<file path="src/rtl/uart_rx_fifo_if.sv">
// Bundle of receive-byte, pop and status signals between the receiver/core
// and the receive buffer.
interface uart_rx_fifo_if #(
  parameter int DEPTH = 16,
  parameter int AW    = 4
);
  logic [7:0]  rx_byte_i;
  logic        rx_ready_i;
  logic        pop_i;
  logic        clr_ovr_i;
  logic [7:0]  data_o;
  logic        empty_o;
  logic        full_o;
  logic [AW:0] count_o;
  logic        overrun_o;

  // Buffer side: consumes bytes and control pulses, produces status.
  modport slave (
    input  rx_byte_i, rx_ready_i, pop_i, clr_ovr_i,
    output data_o, empty_o, full_o, count_o, overrun_o
  );

  // Driver side: the receiver/core that feeds and drains the buffer.
  modport master (
    output rx_byte_i, rx_ready_i, pop_i, clr_ovr_i,
    input  data_o, empty_o, full_o, count_o, overrun_o
  );
endinterface

</file>
<file path="src/rtl/uart_rx_fifo.sv">
// Receive byte FIFO: captures a byte on each rising edge of the receiver's
// byte-ready flag, presents the oldest byte, removes it on pop, and keeps a
// sticky overrun flag for bytes dropped while full.
module uart_rx_fifo #(
  parameter int DEPTH = 16,
  parameter int AW    = 4
) (
  input  logic          clk_i,
  input  logic          rst_ni,
  uart_rx_fifo_if.slave bus
);

  localparam logic [AW:0] L_FULL = (AW+1)'(DEPTH);
  localparam logic [AW:0] L_ONE  = (AW+1)'(1);

  logic [7:0]    r_mem [DEPTH];
  logic [AW-1:0] r_wr_ptr;
  logic [AW-1:0] r_rd_ptr;
  logic [AW:0]   r_count;
  logic          r_rx_q;
  logic          r_overrun;

  logic w_push;
  logic w_pop_ok;
  logic w_push_ok;
  logic w_drop;
  logic w_empty;
  logic w_full;

  assign w_empty   = (r_count == '0);
  assign w_full    = (r_count == L_FULL);
  assign w_push    = bus.rx_ready_i & ~r_rx_q;
  // Pop on an empty FIFO is ignored, so a same-cycle push into empty never bypasses.
  assign w_pop_ok  = bus.pop_i & ~w_empty;
  // A pop in the same cycle frees the slot a full FIFO needs for the push.
  assign w_push_ok = w_push & (~w_full | w_pop_ok);
  assign w_drop    = w_push & ~w_push_ok;

  // Rising-edge detector; resets high so a flag already up at release is not a push.
  always_ff @(posedge clk_i or negedge rst_ni) begin
    if (!rst_ni) r_rx_q <= 1'b1;
    else         r_rx_q <= bus.rx_ready_i;
  end

  // Storage array, deliberately not reset; only written on an accepted push.
  always_ff @(posedge clk_i) begin
    if (w_push_ok) r_mem[r_wr_ptr] <= bus.rx_byte_i;
  end

  // Pointers wrap naturally at DEPTH; count tracks accepted pushes minus pops.
  always_ff @(posedge clk_i or negedge rst_ni) begin
    if (!rst_ni) begin
      r_wr_ptr <= '0;
      r_rd_ptr <= '0;
      r_count  <= '0;
    end else begin
      if (w_push_ok) r_wr_ptr <= r_wr_ptr + 1'b1;
      if (w_pop_ok)  r_rd_ptr <= r_rd_ptr + 1'b1;
      if (w_push_ok && !w_pop_ok)      r_count <= r_count + L_ONE;
      else if (!w_push_ok && w_pop_ok) r_count <= r_count - L_ONE;
    end
  end

  // Sticky overrun: a drop sets it and takes priority over a same-cycle clear.
  always_ff @(posedge clk_i or negedge rst_ni) begin
    if (!rst_ni)            r_overrun <= 1'b0;
    else if (w_drop)        r_overrun <= 1'b1;
    else if (bus.clr_ovr_i) r_overrun <= 1'b0;
  end

  // Outputs decode registered state only.
  assign bus.data_o    = w_empty ? 8'h00 : r_mem[r_rd_ptr];
  assign bus.empty_o   = w_empty;
  assign bus.full_o    = w_full;
  assign bus.count_o   = r_count;
  assign bus.overrun_o = r_overrun;

endmodule

</file>
<file path="src/flat_wrapper.sv">
// flat-port wrapper written by rule: the top's interface ports become plain ports
module uart_rx_fifo_flat 
#(
  parameter int DEPTH = 16,
  parameter int AW    = 4
)
  (clk_i, rst_ni, bus_rx_byte_i, bus_rx_ready_i, bus_pop_i, bus_clr_ovr_i, bus_data_o, bus_empty_o, bus_full_o, bus_count_o, bus_overrun_o);
  uart_rx_fifo_if #(.DEPTH(DEPTH), .AW(AW)) bus_i ();
  input  logic clk_i;
  input  logic rst_ni;
  input wire logic [$bits(bus_i.rx_byte_i)-1:0] bus_rx_byte_i;
  input wire logic [$bits(bus_i.rx_ready_i)-1:0] bus_rx_ready_i;
  input wire logic [$bits(bus_i.pop_i)-1:0] bus_pop_i;
  input wire logic [$bits(bus_i.clr_ovr_i)-1:0] bus_clr_ovr_i;
  output wire logic [$bits(bus_i.data_o)-1:0] bus_data_o;
  output wire logic [$bits(bus_i.empty_o)-1:0] bus_empty_o;
  output wire logic [$bits(bus_i.full_o)-1:0] bus_full_o;
  output wire logic [$bits(bus_i.count_o)-1:0] bus_count_o;
  output wire logic [$bits(bus_i.overrun_o)-1:0] bus_overrun_o;
  assign bus_i.rx_byte_i = bus_rx_byte_i;
  assign bus_i.rx_ready_i = bus_rx_ready_i;
  assign bus_i.pop_i = bus_pop_i;
  assign bus_i.clr_ovr_i = bus_clr_ovr_i;
  assign bus_data_o = bus_i.data_o;
  assign bus_empty_o = bus_i.empty_o;
  assign bus_full_o = bus_i.full_o;
  assign bus_count_o = bus_i.count_o;
  assign bus_overrun_o = bus_i.overrun_o;
  uart_rx_fifo #(.DEPTH(DEPTH), .AW(AW)) u_core (.clk_i(clk_i), .rst_ni(rst_ni), .bus(bus_i));
endmodule
</file>
<file path="config.mk">
export PLATFORM = sky130hd
export DESIGN_NAME = uart_rx_fifo_flat
export DESIGN_NICKNAME = d
export VERILOG_FILES = /design/src/rtl/uart_rx_fifo_if.sv /design/src/rtl/uart_rx_fifo.sv /design/src/flat_wrapper.sv
export SDC_FILE = /design/constraint.sdc
export NUM_CORES = 1
export LEC_CHECK = 0
export ABC_CLOCK_PERIOD_IN_PS = 3500
export BUFFER_PORTS_ARGS = -buffer_cell sky130_fd_sc_hd__buf_2
export CORE_ASPECT_RATIO = 1.75
export CORE_MARGIN = 10
export CORE_UTILIZATION = 35
export CTS_CLUSTER_SIZE = 30
export DETAILED_ROUTE_END_ITERATION = 10
export SLEW_MARGIN = 20
export SYNTH_ARGS = -nofsm -noshare
export SYNTH_HDL_FRONTEND = slang
export SYNTH_SLANG_ARGS = --single-unit
</file>
<file path="constraint.sdc">
create_clock -name clk_i -period 3.5 [get_ports clk_i]
set_clock_uncertainty 0.1 [all_clocks]
set_input_delay 0.7 -clock clk_i [delete_from_list [all_inputs] [get_ports clk_i]]
set_output_delay 0.7 -clock clk_i [all_outputs]
set_load 0.1 [all_outputs]
</file>
==> qor.yml, run 1 <==
gp_congestion: 0.7585
grt_pass1_vias: 3232
wirelength_um: 11690
max_cap_viol_count: 0
drt_first_iter_violations: 158
met3_length_um: 444
grt_overflow_total: 0
startpoint: "u_core.r_rd_ptr[1]$_DFFE_PN0P_"
drt-pass1-iter-count: 4
place_area_um2: 6421
setup_tns_ns: 0
synth_cell_types: 40
cts_max_path_buffers: 2
ios: 29
setup_viol: 0
cts_root_buffer: "clkbuf_16"
grt_antenna_before_repair: 0
vias_per_cell: 4.910
fin_nets: 373
top_layer: "met4"
synthArstFlopShare_pct: 10.49
cts_hold_buf: 0
insertion_delay_ns: 0.41
fillers: 1480
ir_drop_mv: 0.7120
timing.critical_path.to_type: "output pin"
reg2reg_from: "u_core.bus.count_o[3]$_DFFE_PN0P_"
timing.fmax_mhz: 298.5
syn_inst: 306
wl_met2_um: 6721
design_area_um2: 6977
power.leakage_nw: 2.348
syn_to_final_growth_pct: 19.20
holdCritPathClass: "in2async"
wl_met1_um: 4420
dp_hpwl_um: 8253
synth-seq-cells: 143
grt_start_max_net_pins: 33
synth_edf_count: 128
start_util_pct: 35.59
ys_seq_area_share_pct: 72.10
final_cell_mix: "128 x edfxtp_1, 32 x mux4_2, 21 x buf_2"
grt_first_pass_wirelength_um: 18710
ff_latch_area_um2: 4230
ant_nets: 0
routedWlPerCell_um: 19.95
critical_path_required_ns: 2.70
synthFlopType: "edfxtp_1"
htreeDepth: 4
syn-cell-area_um2: 5853
layout-drive-gt1-share_pct: 32.60
drc: 0
powerDensity_nw_per_um2: 965.8
power_mw: 6.738
clk_pin_slew_ns: 0.06
status: "complete, no violations"
relSlewSlack_pct: 47.12
port_buffers: 28
vias: 2877
cts_tree: "done"
dp_slack_ns: 0.3707
worstPathMaxFanout: 22
grt_setup_unrepaired: "false"
final_common_cell: "edfxtp_1"
core-area_um2: 16450
postCtsSetupBuffers: 0
drv_slew: 0
clock_sinks: 143
fin_crit_sh_pct: 95.72
syn_area_per_cell_um2: 19.13
finalWorstSetupSlack_ns: 0.1497
n_antenna_cell: 0
multi_input_area_um2: 1529
hold_viol_final: 0
gr-usage-all-layers_pct: 10.95
die_y_um: 191.1
die_area_um2: 22500
rows: 62
path_class: "reg2out"
cp.arrival_ns: 2.55
syn-num-nets: 329
die_w_um: 117.8
start_kind: "flop"
cts-buffers-inserted: 17
worst_slew_pin_slew_ns: 0.7932
yosys_warnings: 0
post-route-min-period_ns: 3.350
whs_ns: 0.08822
## final cells by class
cell class,count,area share [%]
Multi-Input combinational cell,138,21.92
Clock buffer,17,6.098
Clock inverter,14,1.758
Inverter,9,0.4842
Timing Repair Buffer,41,5.093
Tap cell,224,4.017
Sequential cell,143,60.63
## worst max-delay path: stages (launching register included)
cell and delay (ns):
dfrtp_4 0.68, buf_4 0.22, mux4_2 0.49, a211oi_1 0.36, a211oi_2 0.05, buf_2 0.33
## logic make-up after synthesis
family / after synthesis / synth area share [%]
adders and majority gates: 10 / 2.266
and+or+nand+nor: 46 / 4.404
xor gates and xnor gates: 9 / 1.347
buffers and inverters: 25 / 1.988
DFF: 143 / 72.10
AOI/OAI and AO/OA: 30 / 3.655
muxes: 43 / 14.24
## repair_timing
action,in CTS,in global routing
endpoints found under the setup margin,4,1
pin swaps,0,0
resized for setup,1,2
## flip-flops by register name (all words and copies together), names as in the netlist
| register | count |
|---|---|
| u_core.r_mem | 128 |
| u_core.bus.count_o | 5 |
| u_core.r_rd_ptr | 4 |
| u_core.r_wr_ptr | 4 |
| u_core.bus.overrun_o | 1 |
| u_core.r_rx_q | 1 |
## power by group
group	total (mW)	leakage (nW)	switching, mW	internal (mW)
clock network	1.67	0.258	0.742	0.928
registers	2.25	1.33	0.228	2.03
logic	2.81	0.763	1.74	1.07
total	6.74	2.35	2.71	4.03
## per-stage QoR
step	cells	utilization [%]
finish	586	42.42
global route	586	42.42
detailed placement	555	39.04
global placement	555	39.04
CTS	586	42.39
floorplan	306	-
## Yosys cell counts (2+ instances only)
library cell,n,area (um^2)
inv_1,9,33.78
xor2_1,2,17.52
mux2_2,2,22.52
mux2i_1,9,90.09
o21ai_0,4,20.02
nand2_1,6,22.52
nor2b_1,8,50.05
xnor2_1,7,61.31
a211oi_1,16,120.1
nor3_1,4,20.02
ha_1,9,112.6
buf_2,8,40.04
mux4_2,32,720.7
and2_1,12,75.07
nand3_1,2,10.01
a21oi_1,2,10.01
edfxtp_1,128,3844
dfrtp_1,14,350.3
nor2_1,7,26.28
buf_1,3,11.26
clkbuf_1,2,7.510
a21o_1,2,15.01
## routing by layer
layer	vias up	track usage, %
li1	1311	-
met3	6	2.836
met1	1499	11.57
met4	0	4.441
met2	61	20.22
met5	-	0
## final timing paths
kind | end | slack (ns) | depth (start not counted)
max | bus_data_o[0] | 0.15 | 5
min | u_core.bus.count_o[0]$_DFFE_PN0P_ | 0.09 | 1
max reg2reg | u_core.bus.count_o[4]$_DFFE_PN0P_ | 0.28 | 8
min reg2reg | u_core.bus.overrun_o$_DFFE_PN0P_ | 0.39 | 1
max in group asynchronous | u_core.r_rx_q$_DFF_PN1_ | 2.90 | 1
min in group clk_i | u_core.r_rx_q$_DFF_PN1_ | 0.32 | 1
Note: power is estimated with default switching activity, not from simulation.
==> inputs of run 2 (changes only) <==
--- a/config.mk
+++ b/config.mk
@@ -5,6 +5,7 @@
 export SDC_FILE = /design/constraint.sdc
 export NUM_CORES = 1
 export LEC_CHECK = 0
+export ABC_AREA = 1
 export ABC_CLOCK_PERIOD_IN_PS = 3500
 export BUFFER_PORTS_ARGS = -buffer_cell sky130_fd_sc_hd__buf_2
 export CORE_ASPECT_RATIO = 1.75
==> qor.yml, run 2 <==
status: "complete, no violations"
ant_nets: 0
drt-pass1-iter-count: 5
start_util_pct: 35.30
power_frac_comb_pct: 45.1
synthSimpleGateAreaFrac_pct: 22.29
cp.arrival_ns: 2.47
grt_use_met2_pct: 23.04
fin_crit_sh_pct: 93.50
synth_top_area_cell: "edfxtp_1"
grt_busiest_layer: "met2"
synth_adder_area_share_pct: 2.162
grt_first_pass_wirelength_um: 22770
gp_congestion: 0.8010
timing.critical_path.to_type: "output pin"
power_mw: 7.307
powerDensity_nw_per_um2: 1001
syn-cell-area_um2: 6135
drc: 0
vias_per_cell: 4.897
synth-compound-area-share_pct: 1.346
gr-usage-all-layers_pct: 12.62
ios: 29
final_core_util_pct: 42.02
timing.fmax_mhz: 305.6
grt_setup_unrepaired: "false"
cts_root_buffer: "clkbuf_16"
power_frac_clock_pct: 24.7
internal-power_mw: 4.067
rows: 64
r2r_cells: 14
reg2reg_slack_ns: 0.80
switching_share_pct: 44.34
die_y_um: 195.1
clock_sinks: 143
power.leakage_nw: 2.809
core-area_um2: 17380
final_common_cell: "nand2_1"
synthArstFlopShare_pct: 10.49
ir_drop_mv: 0.8357
synth-xor-area-share_pct: 1.285
post-route-min-period_ns: 3.273
fillers: 1602
layout-drive-gt1-share_pct: 16.81
use_met3_pct: 2.831
synth_edf_count: 128
synth-seq-cells: 143
reg2reg_from: "u_core.bus.count_o[0]$_DFFE_PN0P_"
p_switching_mw: 3.240
drt_first_iter_violations: 232
ys_seq_area_share_pct: 68.79
routedWlPerCell_um: 17.19
port_buffers: 28
synth_area_leaders: "edfxtp_1 63%, nand2_1 11%, nand3_1 8.5%"
r2r-end: "u_core.bus.count_o[4]$_DFFE_PN0P_"
vias: 4045
syn_inst: 538
relSlewSlack_pct: 58.23
syn-num-nets: 561
grt_overflow_total: 0
hold_viol_final: 0
power_frac_seq_pct: 30.1
cts_tree: "done"
yosys_warnings: 0
worst_slew_pin_slew_ns: 0.6256
grt_pass1_vias: 4119
design_area_um2: 7302
use_met1_pct: 13.25
grt_start_max_net_pins: 45
path_class: "reg2out"
largest_register: "u_core.r_mem"
cts-buffers-inserted: 17
yosysMostFrequentCell: "nand2_1"
cts_max_path_buffers: 2
clk_pin_slew_ns: 0.06
syn_area_per_cell_um2: 11.40
insertion_delay_ns: 0.41
max_cap_viol_count: 0
critical_path_required_ns: 2.70
place_area_um2: 6699
final_cell_mix: "183 x nand2_1, 128 x edfxtp_1, 104 x nand3_1"
htreeDepth: 4
synthFlopType: "edfxtp_1"
holdCritPathClass: "in2async"
die_area_um2: 23430
synth_common_cells: "183 x nand2_1, 128 x edfxtp_1, 104 x nand3_1"
die_w_um: 120.1
synth_mux_area_share_pct: 0
largest_reg_flops: 128
setup_viol: 0
fin_nets: 605
worstPathMaxFanout: 30
grt_antenna_before_repair: 0
synth_top_area_share_pct: 62.66
syn_to_final_growth_pct: 19.03
synth_top_family_by_area: "simple AND/OR/NAND/NOR gates"
n_antenna_cell: 0
wirelength_um: 14200
dp_hpwl_um: 9689
synth_cell_types: 26
start_kind: "flop"
drv_slew: 0
==> run 2: what timing repair did <==
item / CTS / global route
setup buffers: 0 / 0
endpoints found under the setup margin: 0 / 4
resized for setup: 0 / 1
hold buffers: 0 / 0
==> run 2: critical path, cell delays in order (launching register included) <==
cell     delay [ns]
dfrtp_4        0.62
inv_2          0.19
buf_4          0.24
nand2_1        0.07
nand3_1        0.07
nand3_1        0.09
nand2_1        0.09
nand2_1        0.07
a21oi_1        0.37
buf_12         0.23
==> run 2: layout make-up <==
cell class / instances / area [um^2] / share of cell area, %
clock buffer: 17 / 425.4 / 5.826
sequential: 143 / 4224 / 57.85
tap: 231 / 289.0 / 3.958
inverter: 21 / 81.33 / 1.114
multi-input combinational: 348 / 1662 / 22.76
clock inverter: 15 / 175.2 / 2.399
timing repair buffer: 51 / 445.4 / 6.100
==> run 2: logic make-up (layout without fill, tap and decap cells) <==
kind of cell / count (synthesis) / in the layout
flip-flops: 143 / 143
AO/OA/AOI/OAI: 15 / 15
buffers and inverters: 47 / 104
AND/OR/NAND/NOR: 314 / 314
adder cells (fa/ha/maj): 10 / 10
XOR/XNOR: 9 / 9
==> run 2: per-layer routing <==
layer | part of all wire [%] | vias to the layer above
li1 | - | 1958
met1 | 38 | 1959
met2 | 56 | 101
met3 | 4.1 | 27
met4 | 2.5 | 0
met5 | 0 | -
==> run 2: worst max-delay path by stage <==
stage	from	endpoint	slack, ns	cells after the start
after floorplan	u_core.bus.count_o[0]$_DFFE_PN0P_	bus_data_o[0]	-0.29	4
after global placement	u_core.r_rd_ptr[0]$_DFFE_PN0P_	bus_data_o[0]	0.63	9
after detailed placement	u_core.r_rd_ptr[0]$_DFFE_PN0P_	bus_data_o[2]	0.61	8
after CTS	u_core.r_rd_ptr[0]$_DFFE_PN0P_	bus_data_o[2]	0.16	8
after global routing	u_core.r_rd_ptr[0]$_DFFE_PN0P_	bus_data_o[0]	0.09	9
final	u_core.r_rd_ptr[0]$_DFFE_PN0P_	bus_data_o[0]	0.23	9
==> run 2: through the flow <==
step | cells | hold WS, ns | setup TNS, ns | setup slack [ns]
6_report | 826 | 0.09729 | 0 | 0.2275
5_1_grt | 826 | 0.1083 | 0 | 0.08849
4_1_cts | 826 | 0.09454 | 0 | 0.1617
3_5_place_dp | 794 | 0.4067 | 0 | 0.6084
3_3_place_gp | 794 | 0.4035 | 0 | 0.6271
2_1_floorplan | 538 | 0.3044 | -2.328 | -0.2910
==> run 2: power groups by stage <==
stage	clock [mW]	sequential [mW]	combinational (mW)
floorplan	0	2.34	2.22
global placement	0	2.23	3.27
detailed placement	0	2.23	3.33
CTS	1.83	2.20	3.34
global route	1.91	2.23	3.58
finish	1.81	2.20	3.30
